<file path="config.mk">
export PLATFORM = sky130hd
export DESIGN_NAME = if_id_hazard_ctrl_flat
export DESIGN_NICKNAME = d
export VERILOG_FILES = /design/src/rtl/if_id_hazard_ctrl_if.sv /design/src/rtl/if_id_hazard_ctrl.sv /design/src/flat_wrapper.sv
export SDC_FILE = /design/constraint.sdc
export NUM_CORES = 1
export LEC_CHECK = 0
export CAP_MARGIN = 20
export CORE_ASPECT_RATIO = 1.2
export CORE_MARGIN = 10
export CORE_UTILIZATION = 33
export CTS_CLUSTER_SIZE = 16
export DETAILED_ROUTE_END_ITERATION = 6
export PLACE_DENSITY = 0.81
export SETUP_SLACK_MARGIN = 0.02
export SYNTH_ARGS = -nofsm -noshare
export SYNTH_HDL_FRONTEND = slang
export SYNTH_SLANG_ARGS = --single-unit
</file>
<file path="constraint.sdc">
create_clock -name clk -period 1.75 [get_ports clk]
set_input_delay 0.35 -clock clk [delete_from_list [all_inputs] [get_ports clk]]
set_output_delay 0.35 -clock clk [all_outputs]
set_load 0.005 [all_outputs]
</file>
<file path="src/rtl/if_id_hazard_ctrl_if.sv">
// Bundle of hazard inputs and pipeline control outputs for if_id_hazard_ctrl.
// The slave modport is the controller's view; the master modport is the
// view of whatever drives the hazard inputs and consumes the controls.
interface if_id_hazard_ctrl_if #(
    parameter int REG_W = 5
);
    logic             imem_ready;
    logic             dmem_busy;
    logic             redirect;
    logic [REG_W-1:0] id_rs1;
    logic [REG_W-1:0] id_rs2;
    logic             id_uses_rs1;
    logic             id_uses_rs2;
    logic [REG_W-1:0] ex_rd;
    logic             ex_mem_read;

    logic             pc_write;
    logic             if_id_write;
    logic             if_id_flush;
    logic             id_ex_bubble;
    logic             ex_hold;
    logic [1:0]       ctrl_state;
    logic [31:0]      stall_cycles;
    logic [31:0]      flush_cycles;

    modport slave (
        input  imem_ready, dmem_busy, redirect,
        input  id_rs1, id_rs2, id_uses_rs1, id_uses_rs2, ex_rd, ex_mem_read,
        output pc_write, if_id_write, if_id_flush, id_ex_bubble, ex_hold,
        output ctrl_state, stall_cycles, flush_cycles
    );

    modport master (
        output imem_ready, dmem_busy, redirect,
        output id_rs1, id_rs2, id_uses_rs1, id_uses_rs2, ex_rd, ex_mem_read,
        input  pc_write, if_id_write, if_id_flush, id_ex_bubble, ex_hold,
        input  ctrl_state, stall_cycles, flush_cycles
    );
endinterface

</file>
<file path="src/rtl/if_id_hazard_ctrl.sv">
// IF/ID and PC sequencer: advances, freezes or flushes the fetch/decode
// boundary for load-use hazards, instruction-memory waits, data-memory
// freezes and EX-stage redirects (including a stale fetch in flight).
// Optional macro IF_ID_CTRL_STATS_EN builds saturating stall/flush counters;
// without it stall_cycles and flush_cycles are tied to zero.
module if_id_hazard_ctrl #(
    parameter int REG_W        = 5,
    parameter int FLUSH_CYCLES = 1
) (
    input  logic                  clk,
    input  logic                  reset,
    if_id_hazard_ctrl_if.slave    bus
);
    typedef enum logic [1:0] {
        ST_RUN   = 2'd0,
        ST_IMISS = 2'd1,
        ST_DWAIT = 2'd2,
        ST_REDIR = 2'd3
    } state_t;

    state_t     state, state_next;
    state_t     saved, saved_next;
    state_t     eff_state;
    logic [2:0] flush_cnt, flush_cnt_next;
    logic       discard, discard_next;

    logic [REG_W-1:0] rs1, rs2, rd;
    logic             load_use;

    logic pc_write, if_id_write, if_id_flush, id_ex_bubble, ex_hold;

    assign rs1 = bus.id_rs1;
    assign rs2 = bus.id_rs2;
    assign rd  = bus.ex_rd;

    assign load_use = bus.ex_mem_read && (rd != '0) &&
                      ((bus.id_uses_rs1 && (rs1 == rd)) ||
                       (bus.id_uses_rs2 && (rs2 == rd)));

    // While frozen, decisions are taken as if still in the pre-freeze state
    assign eff_state = (state == ST_DWAIT) ? saved : state;

    // State, saved pre-freeze state, flush counter and stale-fetch flag
    always_ff @(posedge clk or negedge reset) begin
        if (!reset) begin
            state     <= ST_RUN;
            saved     <= ST_RUN;
            flush_cnt <= '0;
            discard   <= 1'b0;
        end else begin
            state     <= state_next;
            saved     <= saved_next;
            flush_cnt <= flush_cnt_next;
            discard   <= discard_next;
        end
    end

    // Prioritised next-state and control decode; reset forces a safe bubble
    always_comb begin
        pc_write       = 1'b0;
        if_id_write    = 1'b0;
        if_id_flush    = 1'b0;
        id_ex_bubble   = 1'b0;
        ex_hold        = 1'b0;
        state_next     = state;
        saved_next     = saved;
        flush_cnt_next = flush_cnt;
        discard_next   = discard;

        if (bus.dmem_busy) begin
            ex_hold    = 1'b1;
            state_next = ST_DWAIT;
            if (state != ST_DWAIT) begin
                saved_next = state;
            end
        end else if (bus.redirect) begin
            pc_write       = 1'b1;
            if_id_write    = 1'b1;
            if_id_flush    = 1'b1;
            id_ex_bubble   = 1'b1;
            flush_cnt_next = 3'(FLUSH_CYCLES - 1);
            state_next     = (FLUSH_CYCLES > 1) ? ST_REDIR : ST_RUN;
            if (!bus.imem_ready) begin
                discard_next = 1'b1;
            end
        end else if (eff_state == ST_REDIR) begin
            pc_write       = bus.imem_ready;
            if_id_write    = 1'b1;
            if_id_flush    = 1'b1;
            flush_cnt_next = flush_cnt - 3'd1;
            state_next     = (flush_cnt <= 3'd1) ? ST_RUN : ST_REDIR;
        end else if (load_use) begin
            id_ex_bubble = 1'b1;
            state_next   = eff_state;
        end else if (!bus.imem_ready) begin
            if_id_write = 1'b1;
            if_id_flush = 1'b1;
            state_next  = ST_IMISS;
        end else if (discard) begin
            if_id_write  = 1'b1;
            if_id_flush  = 1'b1;
            discard_next = 1'b0;
            state_next   = ST_RUN;
        end else begin
            pc_write    = 1'b1;
            if_id_write = 1'b1;
            state_next  = ST_RUN;
        end

        if (!reset) begin
            pc_write     = 1'b0;
            if_id_write  = 1'b0;
            if_id_flush  = 1'b1;
            id_ex_bubble = 1'b1;
            ex_hold      = 1'b0;
        end
    end

    assign bus.pc_write     = pc_write;
    assign bus.if_id_write  = if_id_write;
    assign bus.if_id_flush  = if_id_flush;
    assign bus.id_ex_bubble = id_ex_bubble;
    assign bus.ex_hold      = ex_hold;
    assign bus.ctrl_state   = reset ? state : ST_RUN;

`ifdef IF_ID_CTRL_STATS_EN
    logic [31:0] stall_q, flush_q;

    // Saturating counts of PC-stalled cycles and IF/ID flush cycles
    always_ff @(posedge clk or negedge reset) begin
        if (!reset) begin
            stall_q <= '0;
            flush_q <= '0;
        end else begin
            if (!pc_write && (stall_q != 32'hFFFF_FFFF)) begin
                stall_q <= stall_q + 32'd1;
            end
            if (if_id_flush && (flush_q != 32'hFFFF_FFFF)) begin
                flush_q <= flush_q + 32'd1;
            end
        end
    end

    assign bus.stall_cycles = stall_q;
    assign bus.flush_cycles = flush_q;
`else
    assign bus.stall_cycles = 32'd0;
    assign bus.flush_cycles = 32'd0;
`endif
endmodule
</file>
<file path="src/flat_wrapper.sv">
// flat-port wrapper written by rule: the top's interface ports become plain ports
module if_id_hazard_ctrl_flat 
#(
    parameter int REG_W        = 5,
    parameter int FLUSH_CYCLES = 1
)
  (clk, reset, bus_imem_ready, bus_dmem_busy, bus_redirect, bus_id_rs1, bus_id_rs2, bus_id_uses_rs1, bus_id_uses_rs2, bus_ex_rd, bus_ex_mem_read, bus_pc_write, bus_if_id_write, bus_if_id_flush, bus_id_ex_bubble, bus_ex_hold, bus_ctrl_state, bus_stall_cycles, bus_flush_cycles);
  if_id_hazard_ctrl_if #(.REG_W(REG_W)) bus_i ();
  input  logic clk;
  input  logic reset;
  input wire logic [$bits(bus_i.imem_ready)-1:0] bus_imem_ready;
  input wire logic [$bits(bus_i.dmem_busy)-1:0] bus_dmem_busy;
  input wire logic [$bits(bus_i.redirect)-1:0] bus_redirect;
  input wire logic [$bits(bus_i.id_rs1)-1:0] bus_id_rs1;
  input wire logic [$bits(bus_i.id_rs2)-1:0] bus_id_rs2;
  input wire logic [$bits(bus_i.id_uses_rs1)-1:0] bus_id_uses_rs1;
  input wire logic [$bits(bus_i.id_uses_rs2)-1:0] bus_id_uses_rs2;
  input wire logic [$bits(bus_i.ex_rd)-1:0] bus_ex_rd;
  input wire logic [$bits(bus_i.ex_mem_read)-1:0] bus_ex_mem_read;
  output wire logic [$bits(bus_i.pc_write)-1:0] bus_pc_write;
  output wire logic [$bits(bus_i.if_id_write)-1:0] bus_if_id_write;
  output wire logic [$bits(bus_i.if_id_flush)-1:0] bus_if_id_flush;
  output wire logic [$bits(bus_i.id_ex_bubble)-1:0] bus_id_ex_bubble;
  output wire logic [$bits(bus_i.ex_hold)-1:0] bus_ex_hold;
  output wire logic [$bits(bus_i.ctrl_state)-1:0] bus_ctrl_state;
  output wire logic [$bits(bus_i.stall_cycles)-1:0] bus_stall_cycles;
  output wire logic [$bits(bus_i.flush_cycles)-1:0] bus_flush_cycles;
  assign bus_i.imem_ready = bus_imem_ready;
  assign bus_i.dmem_busy = bus_dmem_busy;
  assign bus_i.redirect = bus_redirect;
  assign bus_i.id_rs1 = bus_id_rs1;
  assign bus_i.id_rs2 = bus_id_rs2;
  assign bus_i.id_uses_rs1 = bus_id_uses_rs1;
  assign bus_i.id_uses_rs2 = bus_id_uses_rs2;
  assign bus_i.ex_rd = bus_ex_rd;
  assign bus_i.ex_mem_read = bus_ex_mem_read;
  assign bus_pc_write = bus_i.pc_write;
  assign bus_if_id_write = bus_i.if_id_write;
  assign bus_if_id_flush = bus_i.if_id_flush;
  assign bus_id_ex_bubble = bus_i.id_ex_bubble;
  assign bus_ex_hold = bus_i.ex_hold;
  assign bus_ctrl_state = bus_i.ctrl_state;
  assign bus_stall_cycles = bus_i.stall_cycles;
  assign bus_flush_cycles = bus_i.flush_cycles;
  if_id_hazard_ctrl #(.REG_W(REG_W), .FLUSH_CYCLES(FLUSH_CYCLES)) u_core (.clk(clk), .reset(reset), .bus(bus_i));
endmodule
</file>
Yosys cells after proc, flatten, opt, wreduce, memory -nomap -nowiden:

Index checks and enable logic that the tools add are counted.

* $add $sub $neg: 1
* order comparisons: 1
* equal/unequal tests: 8
* mux-type cells: 41
* bitwise gates (word level): 1
* reduce and logical (&&, ||, !) cells: 11

Operators by type and width (count)
* 1-bit two-way mux: 32
* 2-bit two-way mux: 7
* 5-bit equality test: 2
* 2-bit inequality test (second input constant): 4
* 3-bit two-way mux: 2
* 5-bit AND reduction: 1
* 5-bit nonzero test: 1
* 2-bit equality test (second input constant): 2
* 1-bit logical AND: 4
* 2-bit AND reduction: 2
* 2-bit nonzero test: 2
* 3-bit by 1-bit less-or-equal comparator with 1-bit output (second input constant): 1
* 3-bit by 1-bit subtractor with 3-bit output (second input constant): 1
* 1-bit logical OR: 1
* 1-bit inverter: 1

* bits in registers: 8
* input bits: 23
* output and inout bits: 71
* logic and storage cells: 67

Longest topological paths before layout:

Gate-level depths: netlist of the first run.

* word-level depth: 9
* depth in mapped cells: 7
* depth with buffers taken out: 7

Least setup slack after synthesis of the first run:

No wires, ideal clock.

* kind: input port to output port
* start: in bus_ex_rd[1]
* end: out bus_if_id_write
* arrival: 1320 ps
* required time: 1400 ps
* setup slack: 80 ps
* cell stages on the path: 4
* buffers on the path: 0
* cell sequence: or4_4 o21ai_2 nand2b_4 o311a_1

* cells in the longest elaborated chain, start to end: 9
* elaborated cells between the ends (all ways): 13
* classes of those cells: 2 x eq/ne; 5 x mux; 6 x reduce/logical

RTL lines
* start, declared: line flat_wrapper.sv:18 `input wire logic [$bits(bus_i.ex_rd)-1:0] bus_ex_rd;`
* 5-bit equality test (on tied branches): line if_id_hazard_ctrl.sv:37, if_id_hazard_ctrl.sv:38
* 1-bit logical AND (on tied branches): line if_id_hazard_ctrl.sv:37, if_id_hazard_ctrl.sv:38
* 1-bit logical OR: line if_id_hazard_ctrl.sv:37 `((bus.id_uses_rs1 && (rs1 == rd)) ||`
* 1-bit logical AND (*): line if_id_hazard_ctrl.sv:36 `assign load_use = bus.ex_mem_read && (rd != '0) &&`
* 1-bit two-way mux (*): line if_id_hazard_ctrl.sv:92 `end else if (load_use) begin`
* 1-bit two-way mux (*): line if_id_hazard_ctrl.sv:86 `end else if (eff_state == ST_REDIR) begin`
* 1-bit two-way mux (*): line if_id_hazard_ctrl.sv:76 `end else if (bus.redirect) begin`
* 1-bit two-way mux (*): line if_id_hazard_ctrl.sv:70 `if (bus.dmem_busy) begin`
* 1-bit two-way mux (*): line if_id_hazard_ctrl.sv:110 `if (!reset) begin`
* end, declared: line flat_wrapper.sv:21 `output wire logic [$bits(bus_i.if_id_write)-1:0] bus_if_id_write;`

Every way passes the cells marked *; elsewhere a longest branch is shown, timed or not.

Worst setup path after layout of the first run:

* start: in bus_ex_rd[4]
* end: out bus_if_id_write

The elaborated chain is that of the path after synthesis.

==> metrics.md, run 1 <==
| Metric | Value |
|---|---|
| Final Max Slew Viols | 0 |
| Critical Path Fanout Max | 3 |
| CTS tree | yes |
| Worst-Skew Late Latency | 0.24 ns |
| Unique cell type count in the Yosys netlist | 37 |
| Crit-path leading delay family | simple AND/OR/NAND/NOR gates |
| Final Worst Setup Slack | -0.2478 ns |
| Sink Count | 8 |
| Crit-path cells | buf_8 > or4_4 > o21ai_2 > nand2b_4 > buf_6 > o311a_1 > buf_2 |
| FILL cells | 351 |
| Period utilization | 114.2% |
| Synth-to-Final Area Change | 29.79% |
| IO Port Bufs | 29 |
| Routed vias | 1002 |
| Sw frac | 34.01% |
| CP startpoint kind | primary input |
| Via-to-Cell Ratio | 4.175 |
| Most area-consuming cells after synthesis | buf_4, dfrtp_1, xnor2_1, nand2_1, mux2i_1 |
| Max Cap Violations | 0 |
| Cell taking the most area after synthesis | buf_4 |
| Yosys top cell area share | 40.85% |
| WS Path Type | primary input to primary output |
| Power share of the sequential group | 30.0% |
| Die width | 74.50 um |
| Final setup viols | 4 |
| Cell total after placement | 228 |
| FFs w/ async S/R, synth | 100.0% |
| H-tree Lvls | 1 |
| Crit-path slowest cell | or4_4 |
| Dpl ws | -1.001 ns |
| Worst hold slack | 0.2519 ns |
| Layout cell share with drive strength beyond 1 | 31.03% |
| Crit path required time | 1.40 ns |
| Clk pwr share | 28.8% |
| Overflow after GRT | 0 |
| Overall Power | 0.8117 mW |
| Synth top cells by count | buf_4, nand2_1, xnor2_1 |
| Yosys reg bits | 8 |
| Status | finished with violations |
| Die Y-Extent | 85.40 um |
| Die area | 6362 um2 |
| IO Pins | 94 |
| ANT nets after route | 0 |
| Most frequent cell after synthesis | buf_4 |
| HPWL reported at the end of detailed placement | 2635 um |
| DRC viols | 0 |
| Max Fclk | 500.6 MHz |
| Drt total wl | 3132 um |
| Violated checks | negative setup slack |
| Gate power share | 41.3% |
| Lkg Pwr | 0.8063 nW |
| CTS max path bufs | 2 |
| GRT Total Usage | 9.030% |
| First-pass GRT wire length | 4657 um |
| Crit end category | primary output |
| DRT iter0 DRCs | 55 |
| Final Hold Fails | 0 |
| RSZ-0062 raised after global routing | yes |
| Gpl congestion | 0.8432 |
| Vias in the first global route | 1089 |
| Critical Path AT | 1.65 ns |
| Nets | 230 |
| Yosys warns | 0 |
| Num CTS Buffers | 3 |
| Post-Syn Instances | 146 |
| Skew final | 0.004225 ns |
| Root buf cell | clkbuf_8 |
| Switching power total | 0.2761 mW |
| Average cell area after synthesis | 8.056 um2 |
| Starting Density | 34.64% |
| Critical Path Max Stage Delay | 0.52 ns |
| Pwr Density | 531.8 nW/um2 |
| Post-Layout Cell Count | 240 |
| Seq/Total Area, Yosys | 17.02% |
| Row count | 23 |
| Int Pwr | 0.5356 mW |
| Hold Path Class | primary input to async pin |
| Primary FF master, synth | dfrtp_1 |
| Drt pass-1 iters | 4 |
| Peak supply drop | 0.1660 mV |
| Mapped Area | 1176 um2 |
| Minimum clock period | 1.998 ns |
| Wirelength per Cell | 13.05 um |
| Buf/Inv on CP | 3 |
| Clock slew at reported path FFs | 0.04 ns |
| Antenna Cells | 0 |
| Core area | 3396 um2 |
| EDFF count, synth | 0 |
| Largest net degree at the start of global routing | 8 |
| Initial antenna violation count | 0 |
flip-flops by register name, indices dropped and copies added, names as in the netlist:
signal,flops
u_core.discard,1
u_core.flush_cnt,3
u_core.saved,2
u_core.state,2
cell families after synthesis:
group	Yosys count	synth area share (%)
flip-flops	8	17.02
AO/OA/AOI/OAI	23	14.79
buffers and inverters	71	43.08
AND/OR/NAND/NOR	28	12.66
other	1	0.3188
adder cells (fa/ha/maj)	2	2.127
multiplexers	3	2.553
XOR/XNOR	10	7.446
power by group through the flow:
stage	logic (mW)	clock network [mW]	registers (mW)
2_1_floorplan	0.270	0	0.237
3_3_place_gp	0.307	0	0.243
3_5_place_dp	0.315	0	0.243
4_1_cts	0.321	0.244	0.242
5_1_grt	0.380	0.243	0.247
6_report	0.335	0.234	0.243
metrics by stage:
step	cell area (um2)	TNS, ns	utilization, %
6_report	1526	-0.8801	44.95
5_1_grt	1526	-1.147	44.95
4_1_cts	1509	-1.003	44.44
3_5_place_dp	1404	-5.524	41.34
3_3_place_gp	1404	-5.296	41.34
2_1_floorplan	1413	0	-
worst min-delay path: cells and delay by family:
kind / cells / cell delay (ns)
buffers and inverters: 3 / 0.45
layer usage:
layer,share of wire (%),wire [um],global-route usage [%],vias to the layer above
met1,34,1070,8.367,452
met5,0,0,0,-
li1,-,-,-,472
met2,50,1551,16.39,73
met3,15,455,3.613,5
met4,1.8,55,4.483,0
layout by cell type (no fill, tap or decap), types with 5 or more instances in the layout:
cell	synthesis	routed
xnor2_1	10	6
clkdlybuf4s50_1	0	5
buf_6	0	8
conb_1	1	64
dfrtp_1	8	8
nor2_1	6	6
buf_2	0	13
nand2_1	10	10
buf_4	64	25
inv_1	5	5
path summary, 6_finish.rpt:
check,from,endpoint,slack [ns],depth (start not counted)
min,reset,u_core.saved[0],0.25,3
max in group asynchronous,reset,u_core.flush_cnt[0],1.21,4
max,bus_ex_rd[4],bus_if_id_write,-0.25,7
min in group clk,u_core.saved[0],u_core.saved[0],0.52,2
min reg2reg,u_core.saved[0],u_core.saved[0],0.52,2
max reg2reg,u_core.flush_cnt[1],u_core.state[0],0.24,7
cell type report:
cell class | instances | area, um2 | area share [%]
clock buffer | 3 | 41.29 | 2.705
sequential | 8 | 200.2 | 13.11
timing repair buffer | 57 | 452.9 | 29.67
multi-input combinational | 130 | 767.0 | 50.25
inverter | 5 | 18.77 | 1.230
tap | 37 | 46.29 | 3.033
timing repair:
action | in CTS | in global routing
setup endpoints to repair | 8 | 7
endpoints found under the hold margin | 0 | 0
setup buffers | 12 | 1
resized for setup | 93 | 5
pin swaps | 19 | 6
hold buffers | 0 | 0
No activity file was read; power rests on OpenSTA's default activity.
==> run 2, diff against run 1 <==
--- a/config.mk
+++ b/config.mk
@@ -8,10 +8,10 @@
 export CAP_MARGIN = 20
 export CORE_ASPECT_RATIO = 1.2
 export CORE_MARGIN = 10
-export CORE_UTILIZATION = 33
+export CORE_UTILIZATION = 35
 export CTS_CLUSTER_SIZE = 16
 export DETAILED_ROUTE_END_ITERATION = 6
-export PLACE_DENSITY = 0.81
+export PLACE_DENSITY = 0.95
 export SETUP_SLACK_MARGIN = 0.02
 export SYNTH_ARGS = -nofsm -noshare
 export SYNTH_HDL_FRONTEND = slang
==> constraint.sdc (replaced) <==
create_clock -name clk -period 2.4 [get_ports clk]
set_input_delay 0.48 -clock clk [delete_from_list [all_inputs] [get_ports clk]]
set_output_delay 0.48 -clock clk [all_outputs]
set_load 0.005 [all_outputs]
==> metrics.md, run 2 (synthesis results as in run 1) <==
| Metric | Value |
|---|---|
| IO Pins | 94 (unchanged) |
| Final Max Slew Viols | 0 (unchanged) |
| Minimum clock period | 2.325 ns |
| Biggest regs | u_core.flush_cnt: 3 flops, u_core.saved: 2 flops, u_core.state: 2 flops |
| Final Hold Fails | 0 (unchanged) |
| Crit path required time | 1.92 ns (+0.52 ns) |
| Overflow after GRT | 0 (unchanged) |
| Final Core Density | 45.35% (+0.40 points) |
| Gpl congestion | 0.8269 (-1.9%) |
| Post-Layout Cell Count | 238 (-0.83%) |
| Leading cell type in the layout, fill and taps excluded | conb_1 |
| Largest net degree at the start of global routing | 12 (+4) |
| Drt total wl | 3228 um (+3.1%) |
| Drt pass-1 iters | 4 (unchanged) |
| Die width | 72.92 um (-2.1%) |
| Period utilization | 96.86% |
| Seq. cell area | 200.2 um2 (unchanged) |
| WS Path Type | primary input to primary output |
| Critical Path AT | 1.84 ns (+0.19 ns) |
| Row count | 23 (unchanged) |
| Sink Count | 8 (unchanged) |
| Starting Density | 35.85% (+1.2 points) |
| Area of the multi-input gates | 735.7 um2 (-4.1%) |
| Vias in the first global route | 1156 (+6.2%) |
| Final setup viols | 0 (-4) |
| Peak supply drop | 0.2839 mV (+71%) |
| Critical Path Max Stage Delay | 0.45 ns (-0.07 ns) |
| Num CTS Buffers | 3 (unchanged) |
| Largest reg by FF count | u_core.flush_cnt |
| H-tree Lvls | 1 (unchanged) |
| Cell total after placement | 224 (-1.8%) |
| Worst-Skew Late Latency | 0.24 ns (about the same) |
| FILL cells | 341 (-2.8%) |
| Flip-flop count of the largest register after layout | 3 (unchanged) |
| DRT iter0 DRCs | 22 (-60%) |
| Status | finished clean |
| Die area | 6088 um2 (-4.3%) |
| Initial antenna violation count | 0 (unchanged) |
| Skew final | 0.007257 ns (+0.003032 ns) |
| CP startpoint kind | primary input |
| ANT nets after route | 0 (unchanged) |
| Worst slew margin | 66.51% |
| Most frequent cells in the layout | conb_1, buf_4, nand2_1 |
| Antenna Cells | 0 (unchanged) |
| CTS max path bufs | 2 (unchanged) |
| RSZ-0062 raised after global routing | no |
| Overall Power | 0.5780 mW (-29%) |
| CTS tree | yes |
| Critical Path Fanout Max | 4 (+1) |
| CTS hold repair buffers | 0 (unchanged) |
| First-pass GRT wire length | 5043 um (+8.3%) |
| Crit-path slowest cell | clkdlybuf4s50_1 |
| Lkg Pwr | 0.7809 nW (-3.2%) |
| Core area | 3281 um2 (-3.4%) |
| Routed vias | 996 (-0.60%) |
| Die Y-Extent | 83.50 um (-2.2%) |
| Nets | 228 (-0.87%) |
| Wirelength per Cell | 13.56 um (+3.9%) |
| DP Area | 1374 um2 (-2.1%) |
| HPWL reported at the end of detailed placement | 2764 um (+4.9%) |
| DRC viols | 0 (unchanged) |
| Via-to-Cell Ratio | 4.185 (+0.24%) |
| Hold Path Class | flip-flop to flip-flop |
| GRT Total Usage | 10.19% (+1.2 points) |
| Slew @ Worst Pin | 0.4959 ns |
| Crit-path cells | clkdlybuf4s50_1 > nand2_1 > o22ai_2 > nand2b_4 > buf_6 > o311a_1 > buf_2 |
| Max Fclk | 430.2 MHz |
| Max Cap Violations | 0 (unchanged) |
| Pwr Density | 388.5 nW/um2 (-27%) |
| Root buf cell | clkbuf_8 |
| Design Area, Final | 1488 um2 (-2.5%) |
| Crit end category | primary output |
| Clock slew at reported path FFs | 0.04 ns (about the same) |
| Layout cell share with drive strength beyond 1 | 24.38% (-6.7 points) |
| IO Port Bufs | 29 (unchanged) |
| Synth-to-Final Area Change | 26.49% |
-- run 2: cell count changes in the layout (fill, tap and decap cells not counted), sizes merged --
cell and delta:
buf -15, clkbuf +2, dlygate4sd2 +2, dlymetal6s2s +1, clkdlybuf4s50 +3, clkdlybuf4s15 +5
-- run 2: area by class of cell --
type	count	area share (%)
multi-input cells	130	49.45
repair buffers	55	29.94
flip-flops and latches	8	13.46
well taps	37	3.112
clock buffers	3	2.775
inverters	5	1.262
-- run 2: metal layers --
metal	part of all wire, %	up-vias	GRT usage [%]
li1	-	465	-
met1	33	460	9.122
met2	52	67	18.56
met3	13	4	4.762
met4	1.5	0	4.325
met5	0	-	0
-- run 2: final timing paths --
check / from / endpoint / slack (ns) / cells after the start
max in group asynchronous: reset / u_core.state[0] / 1.53 / 3
worst max register to register: u_core.flush_cnt[1] / u_core.state[0] / 0.72 / 7
worst min-delay path: u_core.saved[1] / u_core.saved[1] / 0.54 / 2
worst min register to register: u_core.saved[1] / u_core.saved[1] / 0.54 / 2
worst max-delay path: bus_id_uses_rs2 / bus_if_id_write / 0.08 / 7
min in group asynchronous: reset / u_core.discard / 0.59 / 2
-- run 2: worst max-delay path, delay by kind of cell --
family          cells  cell delay (ns)
buf+inv             3             0.71
simple gates        2             0.17
compound gates      2             0.50
-- run 2: per-stage QoR --
stage                     setup TNS, ns  hold slack (ns)  worst slack (ns)
after floorplan                       0           0.1844            0.4705
after global placement           -2.408           0.4911           -0.6332
after detailed placement         -2.400           0.5114           -0.6208
after CTS                             0           0.5225           0.02153
after global routing                  0           0.5618           0.01998
final                                 0           0.5375           0.07538
-- run 2: what timing repair did --
item / CTS / global route
endpoints found under the setup margin: 4 / 5
pin swaps: 16 / 10
resized for setup: 47 / 9
setup buffers: 10 / 1
-- run 2: where the power goes --
group	switching, mW	internal, mW	leakage, nW
Sequential	0.0233	0.157	0.103
Combinational	0.117	0.113	0.657
Clock	0.0593	0.109	0.0216
==> run 3, diff against run 2 <==
--- a/config.mk
+++ b/config.mk
@@ -7,12 +7,13 @@
 export LEC_CHECK = 0
 export CAP_MARGIN = 20
 export CORE_ASPECT_RATIO = 1.2
-export CORE_MARGIN = 10
 export CORE_UTILIZATION = 35
 export CTS_CLUSTER_SIZE = 16
 export DETAILED_ROUTE_END_ITERATION = 6
-export PLACE_DENSITY = 0.95
+export DONT_BUFFER_PORTS = 1
+export PLACE_DENSITY = 0.59
 export SETUP_SLACK_MARGIN = 0.02
+export SLEW_MARGIN = 20
 export SYNTH_ARGS = -nofsm -noshare
 export SYNTH_HDL_FRONTEND = slang
 export SYNTH_SLANG_ARGS = --single-unit
==> metrics.md, run 3 (synthesis results as in run 1) <==
| Metric | Value |
|---|---|
| Crit-path slowest cell | dfrtp_1 |
| Via-to-Cell Ratio | 4.153 (-0.76%) |
| CTS tree | yes |
| Worst r2r dst | u_core.state[0] |
| Post-route setup TNS | 0 ns (unchanged) |
| Worst-Skew Late Latency | 0.26 ns (+0.02 ns) |
| Flop-to-flop setup slack | 0.74 ns (+0.02 ns) |
| Overall Power | 0.4168 mW (-28%) |
| Row count | 22 (-4.3%) |
| Routed vias | 760 (-24%) |
| Buf/Inv on CP | 0 (-3) |
| CP Depth | 5 (-2) |
| Worst r2r src | u_core.flush_cnt[1] |
| Gpl congestion | 0.7387 (-11%) |
| Worst hold path depth | 1 (-1) |
| Core area | 3138 um2 (-4.3%) |
| Leading cell type in the layout, fill and taps excluded | conb_1 |
| IO Pins | 94 (unchanged) |
| Post-cts sizing count | 0 (-100%) |
| Num CTS Buffers | 3 (unchanged) |
| Antenna Cells | 0 (unchanged) |
| Crit-path leading delay family | compound AO/OA/AOI/OAI gates |
| Lkg Pwr | 0.4998 nW (-36%) |
| Drt pass-1 iters | 2 (-2) |
| Cells on worst reg2reg path | 7 (unchanged) |
| Vias in the first global route | 628 (-46%) |
| RSZ-0062 raised after global routing | no |
| Critical Path Max Stage Delay | 0.41 ns (-0.04 ns) |
| Flip-flop count of the largest register after layout | 3 (unchanged) |
| Synth-to-Final Area Change | -14.79% |
| HPWL reported at the end of detailed placement | 1470 um (-47%) |
| Overflow after GRT | 0 (unchanged) |
| Final setup viols | 0 (unchanged) |
| Skew final | 0.006370 ns (-0.0008875 ns) |
| Sink Count | 8 (unchanged) |
| H-tree Lvls | 1 (unchanged) |
| Peak supply drop | 0.1638 mV (-42%) |
| Worst slew margin | 63.56% (-2.9 points) |
| GRT Total Usage | 10.64% (+0.45 points) |
| Largest reg by FF count | u_core.flush_cnt |
| Hold wc startpoint | bus_redirect |
| Crit path required time | 1.92 ns (about the same) |
| Worst Hold Path EP | u_core.flush_cnt[0] |
| Most frequent cells in the layout | conb_1, xnor2_1, nand2_1, dfrtp_1, nor2_1 |
| Final Worst Setup Slack | 0.2673 ns (+0.1919 ns) |
| Largest net degree at the start of global routing | 12 (unchanged) |
| Die width | 54.92 um (-25%) |
| Root buf cell | clkbuf_4 |
| Period utilization | 88.86% (-8.0 points) |
| Crit end category | primary output |
| Die area | 3597 um2 (-41%) |
| IO Port Bufs | 0 (-100%) |
| Biggest regs | u_core.flush_cnt: 3 flops, u_core.saved: 2 flops, u_core.state: 2 flops |
| ANT nets after route | 0 (unchanged) |
| Die Y-Extent | 65.50 um (-22%) |
| Postcts setup bufs | 0 (-10) |
| CP startpoint kind | flip-flop |
| Layout cell share with drive strength beyond 1 | 6.122% (-18 points) |
| Max Cap Violations | 0 (unchanged) |
| Final Hold Fails | 0 (unchanged) |
| Final Max Slew Viols | 0 (unchanged) |
| Critical path origin | u_core.state[1] |
| Crit-path cells | a21oi_1 > nor2_2 > nor2_1 > o21ai_0 > a21o_1 |
| Critical Path AT | 1.65 ns (-0.19 ns) |
| Slew @ Worst Pin | 0.5395 ns (+0.04367 ns) |
| Max Fclk | 468.9 MHz (+9.0%) |
| Dpl ws | 0.4099 ns (+1.031 ns) |
| Clock slew at reported path FFs | 0.06 ns (+0.02 ns) |
| Pwr Density | 415.9 nW/um2 (+7.0%) |
| WS Path Type | flip-flop to primary output |
| Drt total wl | 1790 um (-45%) |
| Wirelength per Cell | 9.781 um (-28%) |
| CTS max path bufs | 2 (unchanged) |
| Critical Path Fanout Max | 9 (+5) |
| DRC viols | 0 (unchanged) |
| Status | finished clean |
| DRT iter0 DRCs | 15 (-32%) |
| Initial antenna violation count | 0 (unchanged) |
| First-pass GRT wire length | 2732 um (-46%) |
| Hold Path Class | primary input to flip-flop |
| Nets | 174 (-24%) |
| Minimum clock period | 2.133 ns (-0.1919 ns) |
| Starting Density | 37.48% (+1.6 points) |
## run 3: cell types whose count changed in the layout (fill, tap and decap cells not counted), moves of 3 or more
cell	change
clkbuf_8	-3
clkbuf_4	+3
clkdlybuf4s50_1	-8
buf_4	-25
buf_2	-6
dlygate4sd2_1	-6
clkdlybuf4s15_1	-5
## run 3: worst max path at each step
stage,end,slack [ns]
6_report,bus_if_id_flush,0.27
5_1_grt,bus_if_id_flush,0.1
4_1_cts,bus_if_id_flush,0.26
3_5_place_dp,bus_if_id_write,0.41
3_3_place_gp,bus_if_id_write,0.42
2_1_floorplan,bus_if_id_write,0.47
## run 3: metal layers
layer  part of all wire (%)  track usage [%]  vias up
li1                       -                -      359
met1                     37            11.53      341
met2                     54            18.98       58
met3                    7.9            1.389        2
met4                    1.1            5.625        0
met5                      0                0        -
## run 3: repair_timing
action,in CTS,in global routing
endpoints found under the setup margin,0,0
hold endpoints to repair,8,0
hold buffers,1,0
## run 3: metrics by stage
step | util (%) | hold slack (ns) | instances | area, um2
2_1_floorplan | - | 0.1844 | 209 | 1413
3_3_place_gp | 30.90 | 0.1849 | 179 | 969.7
4_1_cts | 31.94 | 0.3041 | 183 | 1002
6_report | 31.94 | 0.3091 | 183 | 1002
5_1_grt | 31.94 | 0.3115 | 183 | 1002
3_5_place_dp | 30.90 | 0.1849 | 179 | 969.7
## run 3: area by class of cell
type                    instances  area (um2)
clock buffers                   3       22.52
inverters                       5       18.77
flip-flops and latches          8       200.2
repair buffers                  1       10.01
well taps                      36       45.04
fillers                       352        2136
multi-input cells             130       705.7
## run 3: power by group
| part | internal (mW) | switching (mW) |
|---|---|---|
| Combinational | 0.0587 | 0.0783 |
| Clock | 0.0573 | 0.0471 |
| Sequential | 0.156 | 0.0193 |
